File: config.mk
export PLATFORM = sky130hd
export DESIGN_NAME = mem_copy_engine
export DESIGN_NICKNAME = d
export VERILOG_FILES = /design/src/rtl/mem_copy_engine.sv
export SDC_FILE = /design/constraint.sdc
export NUM_CORES = 1
export LEC_CHECK = 0
export ABC_AREA = 1
export BUFFER_PORTS_ARGS = -buffer_cell sky130_fd_sc_hd__buf_2
export CORE_MARGIN = 2
export CORE_UTILIZATION = 51
export CTS_CLUSTER_SIZE = 16
export DETAILED_ROUTE_END_ITERATION = 16
export PLACE_DENSITY = 0.81
export REMOVE_ABC_BUFFERS = 1
export SYNTH_ARGS = -nofsm -noshare
export SYNTH_HDL_FRONTEND = slang
export SYNTH_SLANG_ARGS = --single-unit
File: constraint.sdc
create_clock -name clk_i -period 1.7 [get_ports clk_i]
set_input_delay 0.085 -clock clk_i [delete_from_list [all_inputs] [get_ports clk_i]]
set_output_delay 0.085 -clock clk_i [all_outputs]
set_load 0.03 [all_outputs]
File: src/rtl/mem_copy_engine.sv
// Block copy/fill sequencer in front of a single-port data memory.
// Shares the memory port with the CPU and stalls the CPU while a transfer runs.
module mem_copy_engine #(
  parameter int AW = 8,
  parameter int DW = 8
) (
  input  logic          clk_i,
  input  logic          reset_ni,
  input  logic          start_i,
  input  logic          mode_i,
  input  logic [AW-1:0] src_addr_i,
  input  logic [AW-1:0] dst_addr_i,
  input  logic [AW-1:0] len_i,
  input  logic [DW-1:0] fill_val_i,
  input  logic          abort_i,
  input  logic [AW-1:0] cpu_addr_i,
  input  logic [DW-1:0] cpu_data_in_i,
  input  logic          cpu_write_en_i,
  input  logic [DW-1:0] mem_data_out_i,
  output logic [AW-1:0] mem_addr_o,
  output logic [DW-1:0] mem_data_in_o,
  output logic          mem_write_en_o,
  output logic [DW-1:0] cpu_data_out_o,
  output logic          busy_o,
  output logic          done_o,
  output logic          cpu_stall_o
);

  typedef enum logic [1:0] {IDLE, RD, WR, FIN} state_t;

  state_t        state_q, state_d;
  logic          mode_q, mode_d;
  logic [AW-1:0] src_q, src_d;
  logic [AW-1:0] dst_q, dst_d;
  logic [AW-1:0] cnt_q, cnt_d;
  logic [DW-1:0] hold_q, hold_d;
  logic [DW-1:0] fill_q, fill_d;
  logic          accept;

  assign accept = ((state_q == IDLE) || (state_q == FIN)) && start_i;

  always_ff @(posedge clk_i) begin
    if (!reset_ni) begin
      state_q <= IDLE;
      mode_q  <= 1'b0;
      src_q   <= '0;
      dst_q   <= '0;
      cnt_q   <= '0;
      hold_q  <= '0;
      fill_q  <= '0;
    end else begin
      state_q <= state_d;
      mode_q  <= mode_d;
      src_q   <= src_d;
      dst_q   <= dst_d;
      cnt_q   <= cnt_d;
      hold_q  <= hold_d;
      fill_q  <= fill_d;
    end
  end

  always_comb begin
    state_d = state_q;
    unique case (state_q)
      IDLE, FIN: begin
        if (start_i) begin
          if (len_i == '0)  state_d = FIN;
          else if (mode_i)  state_d = WR;
          else              state_d = RD;
        end else begin
          state_d = IDLE;
        end
      end
      RD: state_d = abort_i ? IDLE : WR;
      WR: begin
        if (abort_i)              state_d = IDLE;
        else if (cnt_q == AW'(1)) state_d = FIN;
        else if (mode_q)          state_d = WR;
        else                      state_d = RD;
      end
      default: state_d = IDLE;
    endcase
  end

  // Address counters wrap naturally at AW bits.
  always_comb begin
    mode_d = mode_q;
    src_d  = src_q;
    dst_d  = dst_q;
    cnt_d  = cnt_q;
    hold_d = hold_q;
    fill_d = fill_q;
    if (accept) begin
      mode_d = mode_i;
      src_d  = src_addr_i;
      dst_d  = dst_addr_i;
      cnt_d  = len_i;
      fill_d = fill_val_i;
    end else if (state_q == RD) begin
      hold_d = mem_data_out_i;
      src_d  = src_q + AW'(1);
    end else if (state_q == WR) begin
      dst_d  = dst_q + AW'(1);
      cnt_d  = cnt_q - AW'(1);
    end
  end

  always_comb begin
    busy_o         = (state_q == RD) || (state_q == WR);
    done_o         = (state_q == FIN);
    cpu_stall_o    = busy_o;
    cpu_data_out_o = mem_data_out_i;
    mem_addr_o     = cpu_addr_i;
    mem_data_in_o  = cpu_data_in_i;
    mem_write_en_o = cpu_write_en_i;
    unique case (state_q)
      RD: begin
        mem_addr_o     = src_q;
        mem_data_in_o  = hold_q;
        mem_write_en_o = 1'b0;
      end
      WR: begin
        mem_addr_o     = dst_q;
        mem_data_in_o  = mode_q ? fill_q : hold_q;
        // Abort and an asserted reset both suppress the in-flight engine write.
        mem_write_en_o = !abort_i && reset_ni;
      end
      default: ;
    endcase
  end

endmodule

==> implementation parameters <==
Parameter                              Value

Critical path
  CP endpoint kind ... output port
  Crit path buf inv count ... 4
  Maximum single-stage delay on the critical path ... 0.34 ns
  Highest net fanout along the worst path ... 6
  Most numerous cell on the critical path ... sky130_fd_sc_hd__buf_4
  List of cells traversed by the critical path ... inv_2 -> ha_4 -> inv_1 -> nand2_1 -> buf_4 -> o211ai_1 -> buf_4
  Standard cell with the maximum stage delay on the critical path ... sky130_fd_sc_hd__dfxtp_2
  FF-to-FF setup slack ... -0.04 ns
  Category of cells accounting for the largest share of critical-path delay ... buffers and inverters
  Setup CP Type ... flop to output port
  Required arrival time at the worst endpoint ... 1.62 ns
  CP Launch Type ... flop
  Critical Path AT ... 1.67 ns

Timing
  Slew @ Worst Pin ... 0.511 ns
  Setup WS post-layout ... -0.0573 ns
  Final critical-path required period ... 1.76 ns
  Skew final ... 0.00156 ns
  Max Clk Rate ... 569 MHz
  Period Utilization, post-route ... 1.03
  Hold Fails Final Rpt ... 0
  Setup repair after global routing missed its margin ... true
  Worst max-slew margin expressed relative to the limit ... 0.659
  Setup violation total in the final timing report ... 9
  Pins Over Slew Limit ... 0

Flow run
  Number of maximum-capacitance violations ... 0

Synth
  Dominant combinational cell family by area after synthesis ... simple AND/OR/NAND/NOR gates
  Adder and majority gate portion of the synthesized area ... 0.0376
  Share of the synthesized area in the top cell type ... 0.323
  Simple-Gate Fraction of Synth Area ... 0.287
  Sequential area share after synthesis ... 0.323
  YS warnings ... 0
  Main synth FF type ... sky130_fd_sc_hd__dfxtp_1
  Leading cell type by number of instances after synthesis ... sky130_fd_sc_hd__nand2_1
  Mean instance size in the synthesized netlist ... 6.36 µm²
  Fraction of the mapped netlist area in compound gates ... 0.224
  Distinct cell type count of the synthesized netlist ... 27
  Proportion of synthesized area in mux cells ... 0
  Async S/R FF share, synth ... 0
  XOR/XNOR Fraction of Synth Area ... 0.0131
  Number of flip-flops and latches in the synthesized netlist ... 43
  Cell count after synthesis ... 419
  Post-synthesis cell type with the largest combined area ... sky130_fd_sc_hd__dfxtp_1
  Post-Synthesis Cell Area ... 0.00267 mm²
  Count of flip-flops with a built-in enable after synthesis ... 0
  Most used standard cells in the synthesized netlist ... sky130_fd_sc_hd__nand2_1 (91), sky130_fd_sc_hd__nor2_1 (67), sky130_fd_sc_hd__o21ai_0 (48)
  Top area cells in the synthesized netlist ... sky130_fd_sc_hd__dfxtp_1 (32%), sky130_fd_sc_hd__nand2_1 (13%), sky130_fd_sc_hd__nor2_1 (9.4%)

Outcome
  Violations in the final reports ... setup timing
  Status ... finished, violations left

Layout
  Final-layout fill cell count ... 455
  Post-synthesis to final-layout area growth ... 32.6%
  Final #Nets ... 580
  Layout cells sized above 1 ... 0.284
  Cell area after layout ... 0.00353 mm²
  Layout Utilization ... 0.696
  Antenna diode count ... 0

Global route
  Initial antenna violation count ... 0
  Combined global-route utilization of all metal layers ... 0.249
  Vias in the first global route ... 2775
  Aggregate global routing overflow ... 0
  Pin count of the biggest net entering global routing ... 24
  Wire length of the first global-routing pass ... 12.2 mm

Route
  Routed length per instance ... 13.7 µm
  Post-detailed-route DRC marker count ... 0
  Avg Vias per Cell ... 5.49
  Via count ... 3191
  Total wirelength of the detailed-routed design ... 7.96 mm
  Initial drt markers ... 256
  Number of nets with antenna violations after detailed routing ... 0
  Drt first pass iters ... 6

Clocking
  Number of clock sinks ... 43
  Total CTS buffers ... 5
  Number of H-tree levels ... 2
  Number of buffers on the longest clock path ... 2
  TritonCTS clock tree ... done
  Clock slew at reported path FFs ... 0.08 ns
  Clock latency on the worst-skew pair ... 0.29 ns
  Root Buffer ... sky130_fd_sc_hd__clkbuf_8
  Cts hold-fix bufs ... 0

Floorplan
  Core Region ... 0.00507 mm²
  Die height ... 76.3 µm
  Effective utilization at floorplan ... 0.525
  Total die area ... 0.00582 mm²
  Chip width ... 76.3 µm
  Row cnt ... 26
  Num ports ... 90

Power
  Leak pwr ... 0.00157 µW
  Post-route total power ... 2790 µW
  Largest voltage drop on the vdd net ... 0.434 mV
  Power density over the cells ... 791 mW/mm²

Place
  Total placed instance area ... 0.00318 mm²
  Post-detail-place hpwl ... 5.51 mm
  Number of buffer cells added on primary ports ... 89
  GP Congestion ... 0.937
  Minimum setup slack after placement ... -0.0299 ns

Hold path
  Classification of the worst-slack hold path ... input pin to flop
sequential cells by signal, summed over array words and instances (netlist names):
register,flops
src_q,8
mode_q,1
fill_q,8
hold_q,8
state_q,2
cnt_q,8
dst_q,8
per-stage QoR:
step           hold slack, ns  TNS (ns)  std cells
2_1_floorplan           0.170    -26.61        389
3_3_place_gp            0.345         0        567
3_5_place_dp            0.349   -0.0442        567
4_1_cts                0.0441  -0.00416        577
5_1_grt                0.0479     -1.47        581
6_report               0.0396    -0.252        581
where the power goes:
part,internal (µW),switching [µW]
Sequential,1100,84.5
Combinational,393,574
Clock,289,351
worst paths after layout:
check	depth (start not counted)	endpoint	start
setup / recovery	7	mem_addr_o[5]	state_q[0]$_SDFF_PN0_
hold / removal	3	fill_q[3]$_SDFFE_PN0P_	fill_val_i[3]
setup reg to reg	9	dst_q[3]$_SDFFE_PN0P_	state_q[0]$_SDFF_PN0_
hold reg to reg	2	hold_q[6]$_SDFFE_PN0P_	hold_q[6]$_SDFFE_PN0P_
logic make-up (layout without fill, tap and decap cells):
group / count (synthesis) / in the layout
compound gates: 107 / 107
fa+ha+maj: 8 / 8
xor+xnor: 4 / 4
buf+inv: 66 / 158
flops: 43 / 43
simple gates: 191 / 191
worst min-delay path: cells and delay by family:
kind / cells / cell delay, ns
buffers and inverters: 1 / 0.07
and+or+nand+nor: 1 / 0.08
AOI/OAI and AO/OA: 1 / 0.07
layer usage:
layer | routed length, µm | vias up | track usage
met4 | 217 | 0 | 0.0673
met3 | 617 | 34 | 0.0498
met1 | 3300 | 1425 | 0.323
met2 | 3820 | 174 | 0.423
li1 | - | 1558 | -
met5 | 0 | - | 0
placed cells by master, fill, tap and decap left out, drive strengths merged, types with 2 or more instances in the layout:
master  count
a21oi      38
buf       112
clkbuf      9
dfxtp      43
ha          8
inv        36
nand2      92
nand3      25
nand4       3
nor2       67
nor3        2
o211ai      3
o21ai      51
o21bai      2
o221ai     11
or2         2
xor2        3
layout make-up:
| type | instances | area [µm²] | share of cell area |
|---|---|---|---|
| clock buffers | 7 | 76.3 | 0.0216 |
| flip-flops and latches | 43 | 863 | 0.244 |
| multi-input cells | 310 | 1600 | 0.452 |
| clock inverters | 1 | 5.00 | 0.00142 |
| inverters | 36 | 145 | 0.0411 |
| well taps | 70 | 87.6 | 0.0248 |
| repair buffers | 114 | 758 | 0.215 |
what timing repair did:
action / CTS / global route
buffers inserted: 2 / 3
gates resized for setup: 30 / 42
gates cloned: 0 / 1
endpoints found under the setup margin: 20 / 34
pin swaps: 5 / 14
Power figures use the tool's default switching activity.
